### config.mk
export PLATFORM = sky130hd
export DESIGN_NAME = axi_riscv_txn_limit
export DESIGN_NICKNAME = d
export VERILOG_FILES = /design/src/rtl/axi_riscv_txn_limit.sv
export SDC_FILE = /design/constraint.sdc
export NUM_CORES = 1
export LEC_CHECK = 0
export CORE_AREA = 2 2 233 235
export CTS_BUF_LIST = sky130_fd_sc_hd__clkbuf_4
export DETAILED_ROUTE_END_ITERATION = 10
export DIE_AREA = 0 0 235 237
export GPL_TIMING_DRIVEN = 1
export HOLD_SLACK_MARGIN = 0.15
export PLACE_DENSITY = 0.36
export SYNTH_ARGS = -nofsm -noshare
export SYNTH_HDL_FRONTEND = slang
export SYNTH_SLANG_ARGS = --single-unit
### constraint.sdc
create_clock -name clk_i -period 3.7 [get_ports clk_i]
set_input_delay 0.37 -clock clk_i [delete_from_list [all_inputs] [get_ports clk_i]]
set_output_delay 0.37 -clock clk_i [all_outputs]
set_load 0.01 [all_outputs]
### src/rtl/axi_riscv_txn_limit.sv
// axi_riscv_txn_limit
//   Upstream stage of the LR/SC adapter. Caps the number of in-flight AXI read
//   and write transactions so the adapter's ID queues cannot overflow, and
//   holds W beats until the AW they belong to has been forwarded. Payloads
//   pass through untouched; only valid/ready are gated.
//
//   Gating uses registered counts only. A completion in cycle N frees its
//   slot from cycle N+1; there is no same-cycle bypass.
//
//   MAX_READ_TXNS and MAX_WRITE_TXNS must both be at least 1.
//
//   Optional build macro AXI_RISCV_TXN_LIMIT_STATS_EN adds three saturating
//   32-bit stall counters: stall_aw_o, stall_ar_o and stall_w_o.
module axi_riscv_txn_limit #(
    parameter int unsigned AW_CHAN_W      = 64,
    parameter int unsigned AR_CHAN_W      = 64,
    parameter int unsigned W_CHAN_W       = 73,
    parameter int unsigned R_CHAN_W       = 70,
    parameter int unsigned B_CHAN_W       = 8,
    parameter int unsigned MAX_READ_TXNS  = 4,
    parameter int unsigned MAX_WRITE_TXNS = 4
) (
    input  logic                 clk_i,
    input  logic                 rst_i,

    // AW channel
    input  logic [AW_CHAN_W-1:0] slv_aw_chan_i,
    input  logic [5:0]           slv_aw_atop_i,
    input  logic                 slv_aw_valid_i,
    output logic                 slv_aw_ready_o,
    output logic [AW_CHAN_W-1:0] mst_aw_chan_o,
    output logic [5:0]           mst_aw_atop_o,
    output logic                 mst_aw_valid_o,
    input  logic                 mst_aw_ready_i,

    // AR channel
    input  logic [AR_CHAN_W-1:0] slv_ar_chan_i,
    input  logic                 slv_ar_valid_i,
    output logic                 slv_ar_ready_o,
    output logic [AR_CHAN_W-1:0] mst_ar_chan_o,
    output logic                 mst_ar_valid_o,
    input  logic                 mst_ar_ready_i,

    // W channel
    input  logic [W_CHAN_W-1:0]  slv_w_chan_i,
    input  logic                 slv_w_last_i,
    input  logic                 slv_w_valid_i,
    output logic                 slv_w_ready_o,
    output logic [W_CHAN_W-1:0]  mst_w_chan_o,
    output logic                 mst_w_last_o,
    output logic                 mst_w_valid_o,
    input  logic                 mst_w_ready_i,

    // R channel
    input  logic [R_CHAN_W-1:0]  mst_r_chan_i,
    input  logic                 mst_r_last_i,
    input  logic                 mst_r_valid_i,
    output logic                 mst_r_ready_o,
    output logic [R_CHAN_W-1:0]  slv_r_chan_o,
    output logic                 slv_r_last_o,
    output logic                 slv_r_valid_o,
    input  logic                 slv_r_ready_i,

    // B channel
    input  logic [B_CHAN_W-1:0]  mst_b_chan_i,
    input  logic                 mst_b_valid_i,
    output logic                 mst_b_ready_o,
    output logic [B_CHAN_W-1:0]  slv_b_chan_o,
    output logic                 slv_b_valid_o,
    input  logic                 slv_b_ready_i
`ifdef AXI_RISCV_TXN_LIMIT_STATS_EN
    ,
    output logic [31:0]          stall_aw_o,
    output logic [31:0]          stall_ar_o,
    output logic [31:0]          stall_w_o
`endif
);

    // Counter widths, plus two guard bits so that +2 / -1 arithmetic can be
    // range-checked before it is committed.
    localparam int unsigned RD_W = $clog2(MAX_READ_TXNS + 1);
    localparam int unsigned WR_W = $clog2(MAX_WRITE_TXNS + 1);
    localparam int unsigned RX_W = RD_W + 2;
    localparam int unsigned WX_W = WR_W + 2;

    localparam logic [RD_W-1:0] RD_MAX    = RD_W'(MAX_READ_TXNS);
    localparam logic [RD_W-1:0] RD_MAX_M1 = RD_W'(MAX_READ_TXNS - 1);
    localparam logic [WR_W-1:0] WR_MAX    = WR_W'(MAX_WRITE_TXNS);
    localparam logic [RX_W-1:0] RD_LIMIT  = RX_W'(MAX_READ_TXNS);
    localparam logic [WX_W-1:0] WR_LIMIT  = WX_W'(MAX_WRITE_TXNS);

    // Registered occupancy counters and their next-state values.
    logic [RD_W-1:0] rd_cnt_q,  rd_cnt_d;
    logic [WR_W-1:0] wr_cnt_q,  wr_cnt_d;
    logic [WR_W-1:0] w_cred_q,  w_cred_d;

    // Gate terms.
    logic aw_has_r;     // this AW is an ATOP that also returns an R burst
    logic rd_ok;
    logic wr_ok;
    logic ar_priority;  // last read slot contested by AR and ATOP-AW
    logic aw_ok;
    logic ar_ok;
    logic w_ok;

    // Handshakes as seen on the downstream side.
    logic aw_hs;
    logic ar_hs;
    logic w_last_hs;
    logic r_last_hs;
    logic b_hs;

    // Wide intermediates and error flags for each counter.
    logic [RX_W-1:0] rd_sum, rd_next;
    logic [WX_W-1:0] wr_sum, wr_next;
    logic [WX_W-1:0] wc_sum, wc_next;
    logic            rd_under, rd_over;
    logic            wr_under, wr_over;
    logic            wc_under, wc_over;

    // Admission gates, all derived from registered counts.
    always_comb begin
        aw_has_r    = slv_aw_atop_i[5];
        rd_ok       = (rd_cnt_q < RD_MAX);
        wr_ok       = (wr_cnt_q < WR_MAX);
        // Only one read slot left: an AR and an R-returning ATOP would each
        // pass the check on their own, so the AR wins and the ATOP waits.
        ar_priority = slv_ar_valid_i && (rd_cnt_q == RD_MAX_M1);
        ar_ok       = rd_ok;
        aw_ok       = wr_ok && (!aw_has_r || (rd_ok && !ar_priority));
        w_ok        = (w_cred_q != '0);
    end

    // Payload pass-through.
    assign mst_aw_chan_o = slv_aw_chan_i;
    assign mst_aw_atop_o = slv_aw_atop_i;
    assign mst_ar_chan_o = slv_ar_chan_i;
    assign mst_w_chan_o  = slv_w_chan_i;
    assign mst_w_last_o  = slv_w_last_i;
    assign slv_r_chan_o  = mst_r_chan_i;
    assign slv_r_last_o  = mst_r_last_i;
    assign slv_b_chan_o  = mst_b_chan_i;

    // Gated handshakes. An upstream valid held while gated stays legal,
    // because downstream never sees it.
    assign mst_aw_valid_o = slv_aw_valid_i && aw_ok;
    assign slv_aw_ready_o = mst_aw_ready_i && aw_ok;
    assign mst_ar_valid_o = slv_ar_valid_i && ar_ok;
    assign slv_ar_ready_o = mst_ar_ready_i && ar_ok;
    assign mst_w_valid_o  = slv_w_valid_i  && w_ok;
    assign slv_w_ready_o  = mst_w_ready_i  && w_ok;

    // Ungated response channels.
    assign slv_r_valid_o = mst_r_valid_i;
    assign mst_r_ready_o = slv_r_ready_i;
    assign slv_b_valid_o = mst_b_valid_i;
    assign mst_b_ready_o = slv_b_ready_i;

    assign aw_hs     = slv_aw_valid_i && mst_aw_ready_i && aw_ok;
    assign ar_hs     = slv_ar_valid_i && mst_ar_ready_i && ar_ok;
    assign w_last_hs = slv_w_valid_i  && mst_w_ready_i  && w_ok && slv_w_last_i;
    assign r_last_hs = mst_r_valid_i  && slv_r_ready_i  && mst_r_last_i;
    assign b_hs      = mst_b_valid_i  && slv_b_ready_i;

    // Next-state counter arithmetic. On underflow or saturation the counter
    // holds its value and the error checks below report it.
    always_comb begin
        // NOTE: every signal gets a value on every path through this block,
        // so no latch is inferred.
        rd_sum   = {2'b00, rd_cnt_q} + RX_W'(ar_hs) + RX_W'(aw_hs && aw_has_r);
        rd_under = r_last_hs && (rd_sum == '0);
        rd_next  = rd_sum - RX_W'(r_last_hs);
        rd_over  = !rd_under && (rd_next > RD_LIMIT);
        rd_cnt_d = (rd_under || rd_over) ? rd_cnt_q : rd_next[RD_W-1:0];

        wr_sum   = {2'b00, wr_cnt_q} + WX_W'(aw_hs);
        wr_under = b_hs && (wr_sum == '0);
        wr_next  = wr_sum - WX_W'(b_hs);
        wr_over  = !wr_under && (wr_next > WR_LIMIT);
        wr_cnt_d = (wr_under || wr_over) ? wr_cnt_q : wr_next[WR_W-1:0];

        // Simultaneous AW and W-last cancel out and leave the credit as is.
        wc_sum   = {2'b00, w_cred_q} + WX_W'(aw_hs);
        wc_under = w_last_hs && (wc_sum == '0);
        wc_next  = wc_sum - WX_W'(w_last_hs);
        wc_over  = !wc_under && (wc_next > WR_LIMIT);
        w_cred_d = (wc_under || wc_over) ? w_cred_q : wc_next[WR_W-1:0];
    end

    // Occupancy counters; cleared by reset, even mid-burst.
    always_ff @(posedge clk_i) begin
        if (rst_i) begin
            rd_cnt_q <= '0;
            wr_cnt_q <= '0;
            w_cred_q <= '0;
        end else begin
            // NOTE: non-blocking assignments, so every counter updates from
            // the same pre-edge values regardless of statement order.
            rd_cnt_q <= rd_cnt_d;
            wr_cnt_q <= wr_cnt_d;
            w_cred_q <= w_cred_d;
        end
    end

    // Simulation-only protocol checks on counter underflow and saturation.
    always_ff @(posedge clk_i) begin
        if (!rst_i) begin
            assert (!rd_under) else $error("axi_riscv_txn_limit: rd_cnt underflow (R last with no outstanding read)");
            assert (!rd_over)  else $error("axi_riscv_txn_limit: rd_cnt saturation beyond %0d", MAX_READ_TXNS);
            assert (!wr_under) else $error("axi_riscv_txn_limit: wr_cnt underflow (B with no outstanding write)");
            assert (!wr_over)  else $error("axi_riscv_txn_limit: wr_cnt saturation beyond %0d", MAX_WRITE_TXNS);
            assert (!wc_under) else $error("axi_riscv_txn_limit: w_cred underflow (W last with no forwarded AW)");
            assert (!wc_over)  else $error("axi_riscv_txn_limit: w_cred saturation beyond %0d", MAX_WRITE_TXNS);
        end
    end

`ifdef AXI_RISCV_TXN_LIMIT_STATS_EN
    logic [31:0] stall_aw_q;
    logic [31:0] stall_ar_q;
    logic [31:0] stall_w_q;

    // Saturating stall-cycle counters: upstream valid present but gated.
    always_ff @(posedge clk_i) begin
        if (rst_i) begin
            stall_aw_q <= '0;
            stall_ar_q <= '0;
            stall_w_q  <= '0;
        end else begin
            if (slv_aw_valid_i && !aw_ok && (stall_aw_q != '1)) begin
                stall_aw_q <= stall_aw_q + 32'd1;
            end
            if (slv_ar_valid_i && !ar_ok && (stall_ar_q != '1)) begin
                stall_ar_q <= stall_ar_q + 32'd1;
            end
            if (slv_w_valid_i && !w_ok && (stall_w_q != '1)) begin
                stall_w_q <= stall_w_q + 32'd1;
            end
        end
    end

    assign stall_aw_o = stall_aw_q;
    assign stall_ar_o = stall_ar_q;
    assign stall_w_o  = stall_w_q;
`endif

endmodule

==> summary.txt <==
Floorplan
  • Core area: 53280 µm²
  • Starting Density: 5.976%
  • Die width: between 200 and 250 µm
  • DIE AREA: 55700 µm²
  • Io pins: 596
  • Die height: 237 µm
  • Row cnt: 85

Route
  • Post-Route WL: 10160 µm
  • Detail Route Antenna Nets: 0
  • DR iter-0 viols: 39
  • Vias per cell: approximately 1.7
  • Initial DRT Pass Iterations: 4
  • WL per Instance: 11.95 µm
  • Number of remaining DRC errors: 0
  • Routed vias: between 1000 and 1500

Synth
  • Mux cell area share after synthesis: 0.9430%
  • Cell variety after synth: 45
  • #FFs+latches synth: 9
  • XOR/XNOR Fraction of Synth Area: 1.925%
  • Top_reg_cell synth: dfxtp_1
  • Syn Area/Cell: 7.710 µm²
  • Yosys Warn Count: 0
  • Most common cell in the synthesized netlist: buf_4
  • Synth top area share: 68.61%
  • Synth top area cells: buf_4 (69%), dfxtp_1 (5.7%), ha_1 (4.3%)
  • Number of synthesized flops with an enable pin: 0
  • Compound-Gate Fraction of Synth Area: 6.994%
  • Synthesized-area fraction occupied by adder cells: 4.951%
  • Post-Syn Area: 3184 µm²
  • Async set-reset flop share out of synthesis: 0%
  • Part of the Yosys area used for sequential elements: 5.658%
  • Largest family of logic cells by synthesized area: buffers and inverters
  • Area leader, netlist: buf_4
  • Syn Nets: a little over 700
  • Simple-gate area share of the yosys netlist: 9.155%
  • Post-synth top cells: buf_4 (291), nand2_1 (13), ha_1 (11), nor2_1 (11), inv_1 (10)
  • Post-synthesis instance total: 413

Global route
  • Initial antenna violation count: 4
  • Global-route wire length before repair: 12700 µm
  • Total gr overflow: 0
  • Global Route Usage Sum: 3.369%
  • Largest net degree at the start of global routing: 14
  • Vias in the first global route: 1598

Placed design
  • GPL Wtd Cong: roughly 0.63
  • I/O Buffers: 27
  • Placed instance area: 2145 µm²
  • Placed cells: 845
  • Post-DP HPWL: roughly 8800 µm

Cells and area
  • Finished Core Util: 4.086%
  • Synth-to-Final Area Change: -31.63%
  • Nets: 465
  • Non-filler instance count after layout: 850
  • Design Area, Final: 2177 µm²
  • Share of cells above drive strength 1: between 9 and 10%

Worst setup path
  • Slowest CP cell: fa_1
  • Max stage delay on crit path: 0.49 ns
  • Reg2reg end: w_cred_q[0]
  • Critical path type: primary input to flop
  • Worst Path Max Fanout: 4
  • R2R cell count: 13
  • Worst path cell trace: clkdlybuf4s50_1, nand3_1, nand2_1, a21oi_1, and3_1, nand2_1, fa_1, ha_1, ha_1, xnor2_1, xnor2_1, nand2b_1, a41o_1, a21oi_1
  • Setup slack on the worst flop-to-flop path: 0.70 ns
  • WP data required: 3.90 ns
  • WP data arrival: between 3 and 4 ns
  • Worst setup SP type: primary input
  • Critical Path Sink Type: flop
  • R2r startpoint: rd_cnt_q[2]

Timing
  • Max Freq: between 300 and 400 MHz
  • Fin. Hold Viols: 0
  • RSZ-0062 raised after global routing: false
  • Final Hold Slack: 0.5353 ns
  • Setup TNS Final: 0 ns
  • Clock skew: around 0.0039 ns
  • Fin crit period: about 3.1 ns
  • Count of final setup violators: 0
  • Slew Limit Fails: 0
  • Slew margin rel.: 64.64%
  • Tcrit/Tclk final: 84.50%
  • Measured slew at the worst slew-check pin: 0.5287 ns

CTS
  • CTS tree: built
  • Worst-skew pair later-pin latency: 0.26 ns
  • # resized after CTS: 0
  • CTS sink count: 9
  • Post-CTS setup buffer count: 0
  • CTS root buf: clkbuf_4
  • CTS Hold Bufs: 0
  • TritonCTS buffer count: 3
  • H-tree Lvls: 1
  • CTS clock-pin slew for the worst setup and hold paths: approximately 0.06 ns
  • Worst-case clock buffer depth: 2

Hold path
  • Worst min path class: flop to flop
  • Worst Hold Path EP: rd_cnt_q[0]
  • HP Start: rd_cnt_q[0]
  • Hold path cells: 2

Power
  • Pwr/cell area: ~260 nW/µm²
  • Worst vdd ir: 0.00007833 V
  • Leak: 0.0005845 µW

Outcome
  • Status: finished clean

Job
  • MaxCap Viol Count: 0
-- layout make-up --
class	instances	area, µm²
Inverter	10	37.54
Fill cell	6282	51110
Timing Repair Buffer	30	292.8
Clock buffer	4	30.03
Antenna cell	1	2.502
Multi-Input combinational cell	100	763.2
Tap cell	696	870.8
Sequential cell	9	180.2
-- sequential cells by signal (all words and copies together), names as in the netlist --
name	count
rd_cnt_q	3
w_cred_q	3
wr_cnt_q	3
-- worst max-delay path, delay by kind of cell --
| kind | cells | cell delay (ns) |
|---|---|---|
| buffers and inverters | 1 | 0.45 |
| AOI/OAI and AO/OA | 3 | 0.53 |
| and+or+nand+nor | 5 | 0.57 |
| adders and majority gates | 3 | 0.96 |
| xor gates and xnor gates | 2 | 0.42 |
-- metal layers --
metal / wire, µm / vias up / track usage [%]
met2: 4478 / 266 / 5.143
met1: 2167 / 567 / 1.905
met3: 2367 / 134 / 3.754
met4: 1091 / 8 / 3.644
met5: 51 / - / 0
li1: - / 494 / -
-- how the worst max path moves through the flow --
stage | cells past startpoint | slack (ns) | end | from
4_1_cts | 14 | 0.57 | rd_cnt_q[0] | slv_ar_valid_i
3_3_place_gp | 14 | 0.35 | rd_cnt_q[0] | slv_ar_valid_i
3_5_place_dp | 14 | 0.31 | rd_cnt_q[0] | slv_ar_valid_i
5_1_grt | 14 | 0.32 | rd_cnt_q[0] | slv_ar_valid_i
6_report | 14 | 0.57 | rd_cnt_q[0] | slv_ar_valid_i
2_1_floorplan | 14 | 0.87 | w_cred_q[0] | rd_cnt_q[2]
-- power breakdown --
group          switching [µW]  leakage [µW]  total, µW  internal, µW
Sequential               26.3     0.0000736        148           122
Clock                    35.1     0.0000184       84.1          48.9
Combinational             173      0.000492        342           169
Total                     234      0.000584        574           340
-- metrics by stage --
step	setup slack, ns	power [µW]
floorplan	0.8725	700.9
global placement	0.3486	504.7
detailed placement	0.3111	499.5
CTS	0.5656	588.0
global route	0.3193	638.0
finish	0.5735	574.1
-- kinds of logic (layout without fill, tap and decap cells) --
group	Yosys count	count (layout)
DFF	9	9
xor gates and xnor gates	7	7
muxes	2	2
buffers and inverters	304	44
and+or+nand+nor	52	52
AOI/OAI and AO/OA	27	27
other	0	1
adders and majority gates	12	12
-- cell usage in the layout, fill, tap and decap left out, drive strengths merged, types with 3 or more instances in the layout --
cell type | netlist | layout
buf | 292 | 3
a21o | 3 | 3
a21oi | 6 | 6
nor2b | 7 | 7
ha | 11 | 11
inv | 10 | 10
nor3 | 3 | 3
dfxtp | 9 | 9
clkbuf | 2 | 4
nor2 | 12 | 12
and2 | 3 | 3
nand2 | 13 | 13
nand3 | 3 | 3
clkdlybuf4s50 | 0 | 27
xnor2 | 5 | 5
Power figures use the tool's default switching activity.
